===== config.mk =====
export PLATFORM = sky130hd
export DESIGN_NAME = fetch_pc_unit_flat
export DESIGN_NICKNAME = d
export VERILOG_FILES = /design/src/rtl/fetch_pc_unit_pkg.sv /design/src/rtl/fetch_pc_unit_if.sv /design/src/rtl/fetch_pc_unit_pc_target_adder.sv /design/src/rtl/fetch_pc_unit.sv /design/src/flat_wrapper.sv
export SDC_FILE = /design/constraint.sdc
export NUM_CORES = 1
export LEC_CHECK = 0
export CORE_UTILIZATION = 60
export CTS_CLUSTER_SIZE = 16
export DETAILED_ROUTE_END_ITERATION = 7
export DONT_BUFFER_PORTS = 1
export PLACE_DENSITY = 0.81
export SLEW_MARGIN = 20
export SYNTH_ARGS = -nofsm -noshare
export SYNTH_HDL_FRONTEND = slang
export SYNTH_SLANG_ARGS = --single-unit
export TNS_END_PERCENT = 10

===== constraint.sdc =====
create_clock -name clock -period 3.1 [get_ports clock]
set_input_delay 0.62 -clock clock [delete_from_list [all_inputs] [get_ports clock]]
set_output_delay 0.62 -clock clock [all_outputs]
set_load 0.02 [all_outputs]

===== src/rtl/fetch_pc_unit_pkg.sv =====
// Shared ISA constants and fetch-unit FSM encoding for the single-cycle CPU.
package fetch_pc_unit_pkg;
    localparam logic [4:0] OP_RTYPE = 5'b00000;
    localparam logic [4:0] OP_J     = 5'b00001;
    localparam logic [4:0] OP_BNE   = 5'b00010;
    localparam logic [4:0] OP_JAL   = 5'b00011;
    localparam logic [4:0] OP_JR    = 5'b00100;
    localparam logic [4:0] OP_ADDI  = 5'b00101;
    localparam logic [4:0] OP_BLT   = 5'b00110;
    localparam logic [4:0] OP_SW    = 5'b00111;
    localparam logic [4:0] OP_LW    = 5'b01000;
    localparam logic [4:0] OP_SETX  = 5'b10101;
    localparam logic [4:0] OP_BEX   = 5'b10110;

    localparam int T_W   = 27;
    localparam int N_W   = 17;
    localparam int REG_W = 32;

    localparam logic [4:0] REG_RSTATUS = 5'd30;
    localparam logic [4:0] REG_RA      = 5'd31;

    typedef enum logic [1:0] {
        ST_BOOT  = 2'd0,
        ST_RUN   = 2'd1,
        ST_STALL = 2'd2
    } fetch_state_t;
endpackage


===== src/rtl/fetch_pc_unit_if.sv =====
// Decoder/ALU-to-fetch bundle: flow-control strobes in, PC and status out.
interface fetch_pc_unit_if #(
    parameter int PC_W  = 12,
    parameter int CNT_W = 32
);
    import fetch_pc_unit_pkg::*;

    logic                    stall;
    logic                    Jp;
    logic                    jal;
    logic                    jr;
    logic                    bne;
    logic                    blt;
    logic                    bex;
    logic [T_W-1:0]          target;
    logic signed [N_W-1:0]   imm;
    logic [REG_W-1:0]        rd_val;
    logic                    neq;
    logic                    lt;
    logic                    rstatus_nz;
    logic [PC_W-1:0]         pc;
    logic [REG_W-1:0]        pc_plus1;
    logic                    instr_valid;
    logic                    redirect;
    logic [CNT_W-1:0]        retired;

    modport master (
        output stall, Jp, jal, jr, bne, blt, bex, target, imm, rd_val, neq, lt, rstatus_nz,
        input  pc, pc_plus1, instr_valid, redirect, retired
    );

    modport slave (
        input  stall, Jp, jal, jr, bne, blt, bex, target, imm, rd_val, neq, lt, rstatus_nz,
        output pc, pc_plus1, instr_valid, redirect, retired
    );
endinterface


===== src/rtl/fetch_pc_unit_pc_target_adder.sv =====
// Sequential and PC-relative branch targets; both wrap modulo 2**PC_W.
module pc_target_adder
    import fetch_pc_unit_pkg::*;
#(
    parameter int PC_W = 12
) (
    input  logic [PC_W-1:0]        pc,
    input  logic signed [N_W-1:0]  imm,
    output logic [PC_W-1:0]        pc_inc,
    output logic [PC_W-1:0]        branch_pc
);
    // The size cast sign-extends or truncates imm to PC_W; either way the sum is correct mod 2**PC_W.
    assign pc_inc    = pc + PC_W'(1);
    assign branch_pc = pc_inc + PC_W'(imm);
endmodule


===== src/rtl/fetch_pc_unit.sv =====
// Program-counter sequencer: boot bubble, stall hold, prioritised next-PC select, retire counter.
module fetch_pc_unit
    import fetch_pc_unit_pkg::*;
#(
    parameter int PC_W  = 12,
    parameter int CNT_W = 32
) (
    input  logic             clock,
    input  logic             reset,
    fetch_pc_unit_if.slave   bus
);
    fetch_state_t      state;
    logic [PC_W-1:0]   pc_q;
    logic [PC_W-1:0]   pc_inc;
    logic [PC_W-1:0]   branch_pc;
    logic [PC_W-1:0]   next_pc;
    logic              instr_valid_q;
    logic [CNT_W-1:0]  retired_q;
    logic              active;
    logic              taken;
    logic              unused_bits;

    // An instruction advances only outside BOOT with no multdiv stall pending.
    assign active = (state != ST_BOOT) && !bus.stall;

    pc_target_adder #(.PC_W(PC_W)) u_adder (
        .pc        (pc_q),
        .imm       (bus.imm),
        .pc_inc    (pc_inc),
        .branch_pc (branch_pc)
    );

    always_comb begin
        next_pc = pc_inc;
        taken   = 1'b0;
        if (bus.jr) begin
            next_pc = bus.rd_val[PC_W-1:0];
            taken   = 1'b1;
        end else if (bus.Jp) begin
            next_pc = bus.target[PC_W-1:0];
            taken   = 1'b1;
        end else if (bus.bex && bus.rstatus_nz) begin
            next_pc = bus.target[PC_W-1:0];
            taken   = 1'b1;
        end else if (bus.bne && bus.neq) begin
            next_pc = branch_pc;
            taken   = 1'b1;
        end else if (bus.blt && bus.lt) begin
            next_pc = branch_pc;
            taken   = 1'b1;
        end
    end

    always_ff @(posedge clock or posedge reset) begin
        if (reset) begin
            state         <= ST_BOOT;
            pc_q          <= '0;
            instr_valid_q <= 1'b0;
            retired_q     <= '0;
        end else begin
            case (state)
                ST_BOOT: begin
                    state         <= bus.stall ? ST_STALL : ST_RUN;
                    instr_valid_q <= 1'b1;
                end
                ST_RUN, ST_STALL: state <= bus.stall ? ST_STALL : ST_RUN;
                default:          state <= ST_BOOT;
            endcase
            if (active) begin
                pc_q      <= next_pc;
                retired_q <= retired_q + CNT_W'(1);
            end
        end
    end

    assign bus.pc          = pc_q;
    assign bus.pc_plus1    = REG_W'(pc_inc);
    assign bus.instr_valid = instr_valid_q;
    assign bus.redirect    = active && taken;
    assign bus.retired     = retired_q;

    // jal only matters to the regfile; target/rd_val bits above PC_W are don't-care here.
    assign unused_bits = ^{bus.jal, bus.target[T_W-1:PC_W], bus.rd_val[REG_W-1:PC_W]};
endmodule


===== src/flat_wrapper.sv =====
// flat-port wrapper written by rule: the top's interface ports become plain ports
module fetch_pc_unit_flat import fetch_pc_unit_pkg::*;
#(
    parameter int PC_W  = 12,
    parameter int CNT_W = 32
)
  (clock, reset, bus_stall, bus_Jp, bus_jal, bus_jr, bus_bne, bus_blt, bus_bex, bus_target, bus_imm, bus_rd_val, bus_neq, bus_lt, bus_rstatus_nz, bus_pc, bus_pc_plus1, bus_instr_valid, bus_redirect, bus_retired);
  fetch_pc_unit_if #(.PC_W(PC_W), .CNT_W(CNT_W)) bus_i ();
  input  logic clock;
  input  logic reset;
  input wire logic [$bits(bus_i.stall)-1:0] bus_stall;
  input wire logic [$bits(bus_i.Jp)-1:0] bus_Jp;
  input wire logic [$bits(bus_i.jal)-1:0] bus_jal;
  input wire logic [$bits(bus_i.jr)-1:0] bus_jr;
  input wire logic [$bits(bus_i.bne)-1:0] bus_bne;
  input wire logic [$bits(bus_i.blt)-1:0] bus_blt;
  input wire logic [$bits(bus_i.bex)-1:0] bus_bex;
  input wire logic [$bits(bus_i.target)-1:0] bus_target;
  input wire logic [$bits(bus_i.imm)-1:0] bus_imm;
  input wire logic [$bits(bus_i.rd_val)-1:0] bus_rd_val;
  input wire logic [$bits(bus_i.neq)-1:0] bus_neq;
  input wire logic [$bits(bus_i.lt)-1:0] bus_lt;
  input wire logic [$bits(bus_i.rstatus_nz)-1:0] bus_rstatus_nz;
  output wire logic [$bits(bus_i.pc)-1:0] bus_pc;
  output wire logic [$bits(bus_i.pc_plus1)-1:0] bus_pc_plus1;
  output wire logic [$bits(bus_i.instr_valid)-1:0] bus_instr_valid;
  output wire logic [$bits(bus_i.redirect)-1:0] bus_redirect;
  output wire logic [$bits(bus_i.retired)-1:0] bus_retired;
  assign bus_i.stall = bus_stall;
  assign bus_i.Jp = bus_Jp;
  assign bus_i.jal = bus_jal;
  assign bus_i.jr = bus_jr;
  assign bus_i.bne = bus_bne;
  assign bus_i.blt = bus_blt;
  assign bus_i.bex = bus_bex;
  assign bus_i.target = bus_target;
  assign bus_i.imm = bus_imm;
  assign bus_i.rd_val = bus_rd_val;
  assign bus_i.neq = bus_neq;
  assign bus_i.lt = bus_lt;
  assign bus_i.rstatus_nz = bus_rstatus_nz;
  assign bus_pc = bus_i.pc;
  assign bus_pc_plus1 = bus_i.pc_plus1;
  assign bus_instr_valid = bus_i.instr_valid;
  assign bus_redirect = bus_i.redirect;
  assign bus_retired = bus_i.retired;
  fetch_pc_unit #(.PC_W(PC_W), .CNT_W(CNT_W)) u_core (.clock(clock), .reset(reset), .bus(bus_i));
endmodule

==> summary.txt, run 1 <==
Status
  • Status: finished clean

GRT
  • Grt ovf: 0
  • First-pass GRT wire length: 10.94 mm
  • Number of global-route vias before repair: 2408
  • Largest net degree at the start of global routing: 48
  • Gr usage total: roughly 25%
  • Initial antenna violation count: 0

Clocking
  • Clk sinks: 47
  • Number of CTS-inserted buffers: 5
  • Clock buffer depth: 2
  • Setup Fix Bufs, Post-CTS: 0
  • H-tree levels: 2
  • Clock transition at path regs: around 90 ps
  • Clk root buf: clkbuf_8
  • Hold buffer count at cts: 0
  • Cts repair resizes: 0
  • Clock latency on the worst-skew pair: just under 300 ps
  • TritonCTS clock tree: done

Floorplanning
  • # rows: 26
  • Initial cell density of the core: 62.13%
  • Die area: between 5000 and 6000 sq um
  • Core area: around 5000 sq um
  • Die Y: between 70 and 80 um
  • Die Wd: ~75 um
  • I/O Pins: between 150 and 200

Final layout
  • Number of diodes: 0
  • Most common cell after layout, fill and taps aside: dfrtp_1
  • Layout Nets: 475
  • Core Util, Final: 66.68%
  • Most frequent cells in the layout: 46 x dfrtp_1, 42 x nand2_1, 30 x xnor2_1
  • Layout cells sized above 1: approximately 10%
  • Area Overhead vs Synth: 7.335%

Hold path
  • Hold path depth: 1
  • Worst hold path class: in -> reg
  • HP Start: bus_stall
  • Min-Delay Endpoint: u_core.state[0]$_DFF_PP0_

Synth
  • Post-synth EDFFs: 0
  • Synth Flop Type: dfrtp_1
  • Avg Inst Size Synth: slightly below 9 sq um
  • Cell count after synthesis: 356
  • FF+latch count, synth: 47
  • Synthesized cell area: roughly 3200 sq um
  • Yosys warnings: 0
  • Synth async-reset ratio: 100.0%
  • Register area share after synthesis: a little under two fifths
  • Netlist cell types: 47

STA
  • Minimum clock period: ~2800 ps
  • Slew @ Worst Pin: approximately 1000 ps
  • TNS Setup: 0 ps
  • Rel. slew slack: about a third
  • Layout Skew: between 2 and 3 ps
  • Fin. max-slew vios: 0
  • Fin crit share: approximately 90%
  • Final hold vios: 0
  • RSZ-0062 raised after global routing: false
  • Fmax: 355.7 MHz
  • Final setup violation count: 0

Power
  • Clk pwr share: between 20% and 30%
  • Leakage: ~1.5 nW
  • Sw Ratio: approximately 39%
  • Cell Pwr Density: 616.4 nW/um^2
  • Internal power: 1.286 mW
  • Psw: ~0.81 mW
  • Seq pwr share: approximately two fifths
  • Peak VDD IR: about 0.3 mV
  • Combinational share of power: between 30% and 40%

Detailed routing
  • Wire per inst: between 15 and 20 um
  • DR vias/cell: slightly below 6
  • Vias: 2563
  • Router iterations before antenna repair: 6
  • Routed Antenna Nets: 0
  • DR DRC count: 0
  • Initial DRC count: approximately 100
  • Total Routed Length: a little under 7 mm

Critical path
  • Cell family with most CP delay: compound AO/OA/AOI/OAI gates
  • Critical Path RT: ~3200 ps
  • Buffers plus inverters on the worst setup path: 0
  • Critical path arrival: between 2000 and 3000 ps
  • Worst-path maximum fanout: 7
  • WS Path Type: reg -> reg
  • Crit path max-delay cell type: dfrtp_1
  • CP Launch Type: register
  • Cells along the critical path: nand3_2, nor2_1, xor2_1, ha_1, a21oi_1, o211ai_1, nand2_1, and3_1, o32ai_1, a41oi_1
  • CP Capture Type: register
  • R2R cell count: 10
  • Worst R2R End: u_core.bus.pc[9]$_DFFE_PP0P_
  • RR Startpoint: u_core.bus.pc[2]$_DFFE_PP0P_
  • Setup slack, reg-to-reg: ~290 ps
  • CP max stage delay: roughly 500 ps

Placement
  • I/O Buffers: 0
  • Post-DP HPWL: 5.292 mm
  • Gpl congestion: around 0.86

Job
  • Max-Cap Viols: 0
[how the worst max path moves through the flow]
stage                                       startpoint                            end  slack (ps)  depth (start not counted)
after floorplan           u_core.bus.pc[1]$_DFFE_PP0P_  u_core.bus.pc[11]$_DFFE_PP0P_         260                         11
after global placement    u_core.bus.pc[1]$_DFFE_PP0P_   u_core.bus.pc[9]$_DFFE_PP0P_         380                         11
after detailed placement  u_core.bus.pc[1]$_DFFE_PP0P_   u_core.bus.pc[9]$_DFFE_PP0P_         280                         11
after CTS                 u_core.bus.pc[1]$_DFFE_PP0P_   u_core.bus.pc[9]$_DFFE_PP0P_         280                         11
after global routing      u_core.bus.pc[1]$_DFFE_PP0P_   u_core.bus.pc[9]$_DFFE_PP0P_           8                         11
final                     u_core.bus.pc[2]$_DFFE_PP0P_   u_core.bus.pc[9]$_DFFE_PP0P_         290                         10
[per-layer routing]
| metal | track usage, % | wire length [um] |
|---|---|---|
| met4 | 9.224 | 78 |
| met3 | 6.158 | 527 |
| met2 | 43.84 | 3432 |
| met1 | 30.63 | 2828 |
| met5 | 0 | 0 |
[Yosys cell counts (3+ instances only)]
| cell | n | area [sq um] |
|---|---|---|
| dfrtp_1 | 47 | 1176 |
| nand2_1 | 42 | 157.7 |
| xnor2_1 | 30 | 262.8 |
| nor2_1 | 28 | 105.1 |
| a21oi_1 | 24 | 120.1 |
| o21ai_0 | 21 | 105.1 |
| buf_4 | 20 | 150.1 |
| ha_1 | 16 | 200.2 |
| nand3_1 | 16 | 80.08 |
| xor2_1 | 16 | 140.1 |
| and3_1 | 10 | 62.56 |
| nor3_1 | 10 | 50.05 |
| nand4_1 | 8 | 50.05 |
| clkbuf_1 | 7 | 26.28 |
| inv_1 | 5 | 18.77 |
| o211ai_1 | 5 | 37.54 |
| a211oi_1 | 3 | 22.52 |
| a21boi_0 | 3 | 22.52 |
| a21o_1 | 3 | 22.52 |
| a31oi_1 | 3 | 18.77 |
| nand3b_1 | 3 | 22.52 |
[power groups by stage]
| stage | clock [mW] | combinational, mW | sequential, mW |
|---|---|---|---|
| global route | 0.560 | 0.772 | 0.895 |
| global placement | 0 | 0.668 | 0.886 |
| CTS | 0.534 | 0.685 | 0.879 |
| floorplan | 0 | 0.540 | 0.870 |
| detailed placement | 0 | 0.681 | 0.892 |
| finish | 0.528 | 0.691 | 0.880 |
[sequential cells by signal, summed over array words and instances (netlist names)]
register                flops
u_core.bus.instr_valid      1
u_core.bus.pc              12
u_core.bus.retired         32
u_core.state                2
[final cells by class]
cell class / count / area [sq um]
flip-flops and latches: 47 / 1177
repair buffers: 16 / 120.1
inverters: 5 / 18.77
clock inverters: 2 / 60.06
clock buffers: 6 / 72.57
multi-input cells: 295 / 1869
fillers: 439 / 1702
well taps: 70 / 87.58
[cell families (layout without fill, tap and decap cells)]
| kind of cell | count (synthesis) | in the layout | share of synthesized area, % |
|---|---|---|---|
| compound gates | 78 | 78 | 15.22 |
| xor+xnor | 46 | 46 | 12.70 |
| fa+ha+maj | 17 | 17 | 6.940 |
| buf+inv | 33 | 29 | 6.270 |
| flops | 47 | 47 | 37.07 |
| other cells | 1 | 20 | 0.1182 |
| simple gates | 134 | 134 | 21.69 |
[through the flow]
stage / instance area, sq um / hold WS [ps] / worst slack, ps / power (mW) / cells
floorplan: 3244 / 452.7 / 263.7 / 1.410 / 375
global placement: 3272 / 464.9 / 384.7 / 1.554 / 433
detailed placement: 3272 / 482.2 / 278.3 / 1.573 / 433
CTS: 3405 / 371.1 / 277.3 / 2.098 / 441
global route: 3406 / 361.9 / 8.480 / 2.227 / 441
finish: 3406 / 376.9 / 289.0 / 2.099 / 441
No activity file was read; power rests on OpenSTA's default activity.
==> inputs of run 2 (changes only) <==
--- a/config.mk
+++ b/config.mk
@@ -5,6 +5,7 @@
 export SDC_FILE = /design/constraint.sdc
 export NUM_CORES = 1
 export LEC_CHECK = 0
+export CORE_MARGIN = 10
 export CORE_UTILIZATION = 60
 export CTS_CLUSTER_SIZE = 16
 export DETAILED_ROUTE_END_ITERATION = 7
==> constraint.sdc (replaced) <==
create_clock -name clock -period 2.7 [get_ports clock]
set_input_delay 0.54 -clock clock [delete_from_list [all_inputs] [get_ports clock]]
set_output_delay 0.54 -clock clock [all_outputs]
set_load 0.02 [all_outputs]
==> summary.txt, run 2 (same netlist as run 1, synthesis figures left out) <==
Floorplanning
  • Die area: 8597 sq um (+54%)
  • Die Y: 92.72 um (+24%)
  • # rows: 26 (unchanged)
  • Die Wd: 92.72 um (+24%)
  • I/O Pins: 166 (unchanged)
  • Initial cell density of the core: 62.13% (unchanged)
  • Core area: 5107 sq um (unchanged)

Detailed routing
  • DR DRC count: 0 (unchanged)
  • Routed Antenna Nets: 0 (unchanged)
  • Wire per inst: 18.55 um (+19%)
  • DR vias/cell: 5.724 (-1.5%)
  • Initial DRC count: 93 (-7.9%)
  • Router iterations before antenna repair: 4 (-2)
  • Total Routed Length: 8.478 mm (+23%)
  • Vias: 2616 (+2.1%)

Hold path
  • Worst hold path class: in -> async

Power
  • Cell Pwr Density: 663.2 nW/um^2 (+7.6%)
  • Leakage: 1.611 nW (+5.6%)
  • Peak VDD IR: 0.3678 mV (+25%)

STA
  • Rel. slew slack: 56.72% (+22 points)
  • Fin. max-slew vios: 0 (unchanged)
  • RSZ-0062 raised after global routing: true
  • Layout Skew: 5.828 ps (+2.856 ps)
  • Fmax: 388.6 MHz (+9.2%)
  • Slew @ Worst Pin: 648.2 ps (-327.2 ps)
  • TNS Setup: 0 ps (unchanged)
  • Fin crit share: 95.30% (+4.6 points)
  • Final setup violation count: 0 (unchanged)
  • Minimum clock period: 2573 ps (-237.8 ps)
  • Final hold vios: 0 (unchanged)

Clocking
  • TritonCTS clock tree: done
  • Hold buffer count at cts: 0 (unchanged)
  • Clk root buf: clkbuf_8
  • Clock transition at path regs: 90 ps (about the same)
  • Clock latency on the worst-skew pair: 300 ps (about the same)
  • H-tree levels: 2 (unchanged)
  • Clk sinks: 47 (unchanged)
  • Clock buffer depth: 2 (unchanged)
  • Number of CTS-inserted buffers: 5 (unchanged)

Critical path
  • Worst-path maximum fanout: 7 (unchanged)
  • CP max stage delay: 450 ps (-50 ps)
  • Critical Path RT: 2920 ps (-310 ps)
  • Crit path max-delay cell type: dfrtp_2
  • Cells along the critical path: nand4_1, nor2_4, and3_1, xor2_2, ha_1, nand2_1, o21ai_0, o21a_1, o31a_1, nor3_1
  • CP Launch Type: register
  • CP Capture Type: register
  • Critical path arrival: 2790 ps (-150 ps)
  • WS Path Type: reg -> reg

Status
  • Status: finished clean

Final layout
  • Area Overhead vs Synth: 14.63%
  • Most frequent cells in the layout: 44 x dfrtp_1, 42 x nand2_1, 31 x buf_4
  • Layout Nets: 490 (+3.2%)
  • Core Util, Final: 71.22% (+4.5 points)
  • Fillers: 402 (-8.4%)
  • Most common cell after layout, fill and taps aside: dfrtp_1
  • Layout cells sized above 1: 19.43% (+9.5 points)
  • Largest register FFs: 32 (unchanged)

GRT
  • Largest net degree at the start of global routing: 32 (-33%)
  • First-pass GRT wire length: 13.64 mm (+25%)
  • Initial antenna violation count: 1 (+1)
  • Grt ovf: 0 (unchanged)
  • Gr usage total: 19.06% (-6.3 points)
  • Number of global-route vias before repair: 2741 (+14%)

Placement
  • Post-DP HPWL: 6.912 mm (+31%)
  • I/O Buffers: 0 (unchanged)
  • Gpl congestion: 0.8913 (+3.2%)

Job
  • Max-Cap Viols: 0 (unchanged)
-- run 2: cell count changes in the layout (fill, tap and decap cells not counted), sizes merged --
cell	previous run	this run
buf	16	31
bufinv	2	0
clkbuf	6	7
clkinvlp	0	1
diode	0	1
-- run 2: through the flow --
| step | area, sq um | instances | hold WS (ps) | power, mW | setup WS, ps |
|---|---|---|---|---|---|
| 6_report | 3637 | 457 | 207.4 | 2.412 | 126.8 |
| 2_1_floorplan | 3269 | 375 | 452.7 | 1.626 | -3.617 |
| 5_1_grt | 3637 | 457 | 256.7 | 2.572 | -53.88 |
| 4_1_cts | 3516 | 455 | 227.0 | 2.363 | 33.72 |
| 3_5_place_dp | 3406 | 447 | 497.0 | 1.900 | -39.91 |
| 3_3_place_gp | 3406 | 447 | 483.9 | 1.870 | 23.85 |
-- run 2: critical path: cells and delay by family (launching register included) --
| family | cells | cell delay (ps) |
|---|---|---|
| adders and majority gates | 1 | 310 |
| DFF | 1 | 450 |
| AOI/OAI and AO/OA | 3 | 650 |
| and+or+nand+nor | 5 | 920 |
| xor gates and xnor gates | 1 | 190 |
-- run 2: path summary, 6_finish.rpt --
check | from | endpoint | slack, ps | cells past startpoint
setup / recovery | u_core.bus.pc[3]$_DFFE_PP0P_ | u_core.bus.pc[11]$_DFFE_PP0P_ | 130 | 10
hold / removal | reset | u_core.bus.pc[8]$_DFFE_PP0P_ | 210 | 1
setup reg to reg | u_core.bus.pc[3]$_DFFE_PP0P_ | u_core.bus.pc[11]$_DFFE_PP0P_ | 130 | 10
hold reg to reg | u_core.state[0]$_DFF_PP0_ | u_core.state[0]$_DFF_PP0_ | 510 | 1
max in group asynchronous | reset | u_core.bus.retired[5]$_DFFE_PP0P_ | 1820 | 2
min in group clock | bus_stall | u_core.state[0]$_DFF_PP0_ | 300 | 1
-- run 2: cell type report --
type                       instances  area, sq um  share of cell area (%)
tap                               70        87.58                   2.408
clock buffer                       7        96.34                   2.649
antenna                            1        2.502                 0.06880
timing repair buffer              31        232.7                   6.398
sequential                        47         1180                   32.44
multi-input combinational        295         2012                   55.31
inverter                           5        18.77                  0.5160
clock inverter                     1        7.507                  0.2064
-- run 2: layer usage --
layer	track usage [%]	routed length [um]	up-vias	share of wire, %
met5	0	0	-	0
met4	6.684	133	0	1.6
met3	9.362	1011	10	12
li1	-	-	1270	-
met2	34.06	4386	97	52
met1	18.74	2947	1239	35
-- run 2: timing repair --
| action | 4_1_cts | 5_1_grt |
|---|---|---|
| setup buffers | 0 | 1 |
| pin swaps | 0 | 4 |
| resized for setup | 1 | 22 |
| endpoints found under the setup margin | 1 | 5 |
-- run 2: where the power goes --
| part | internal, mW | switching (mW) | total (mW) |
|---|---|---|---|
| Sequential | 0.788 | 0.188 | 0.976 |
| Clock | 0.233 | 0.226 | 0.459 |
| Combinational | 0.408 | 0.570 | 0.978 |
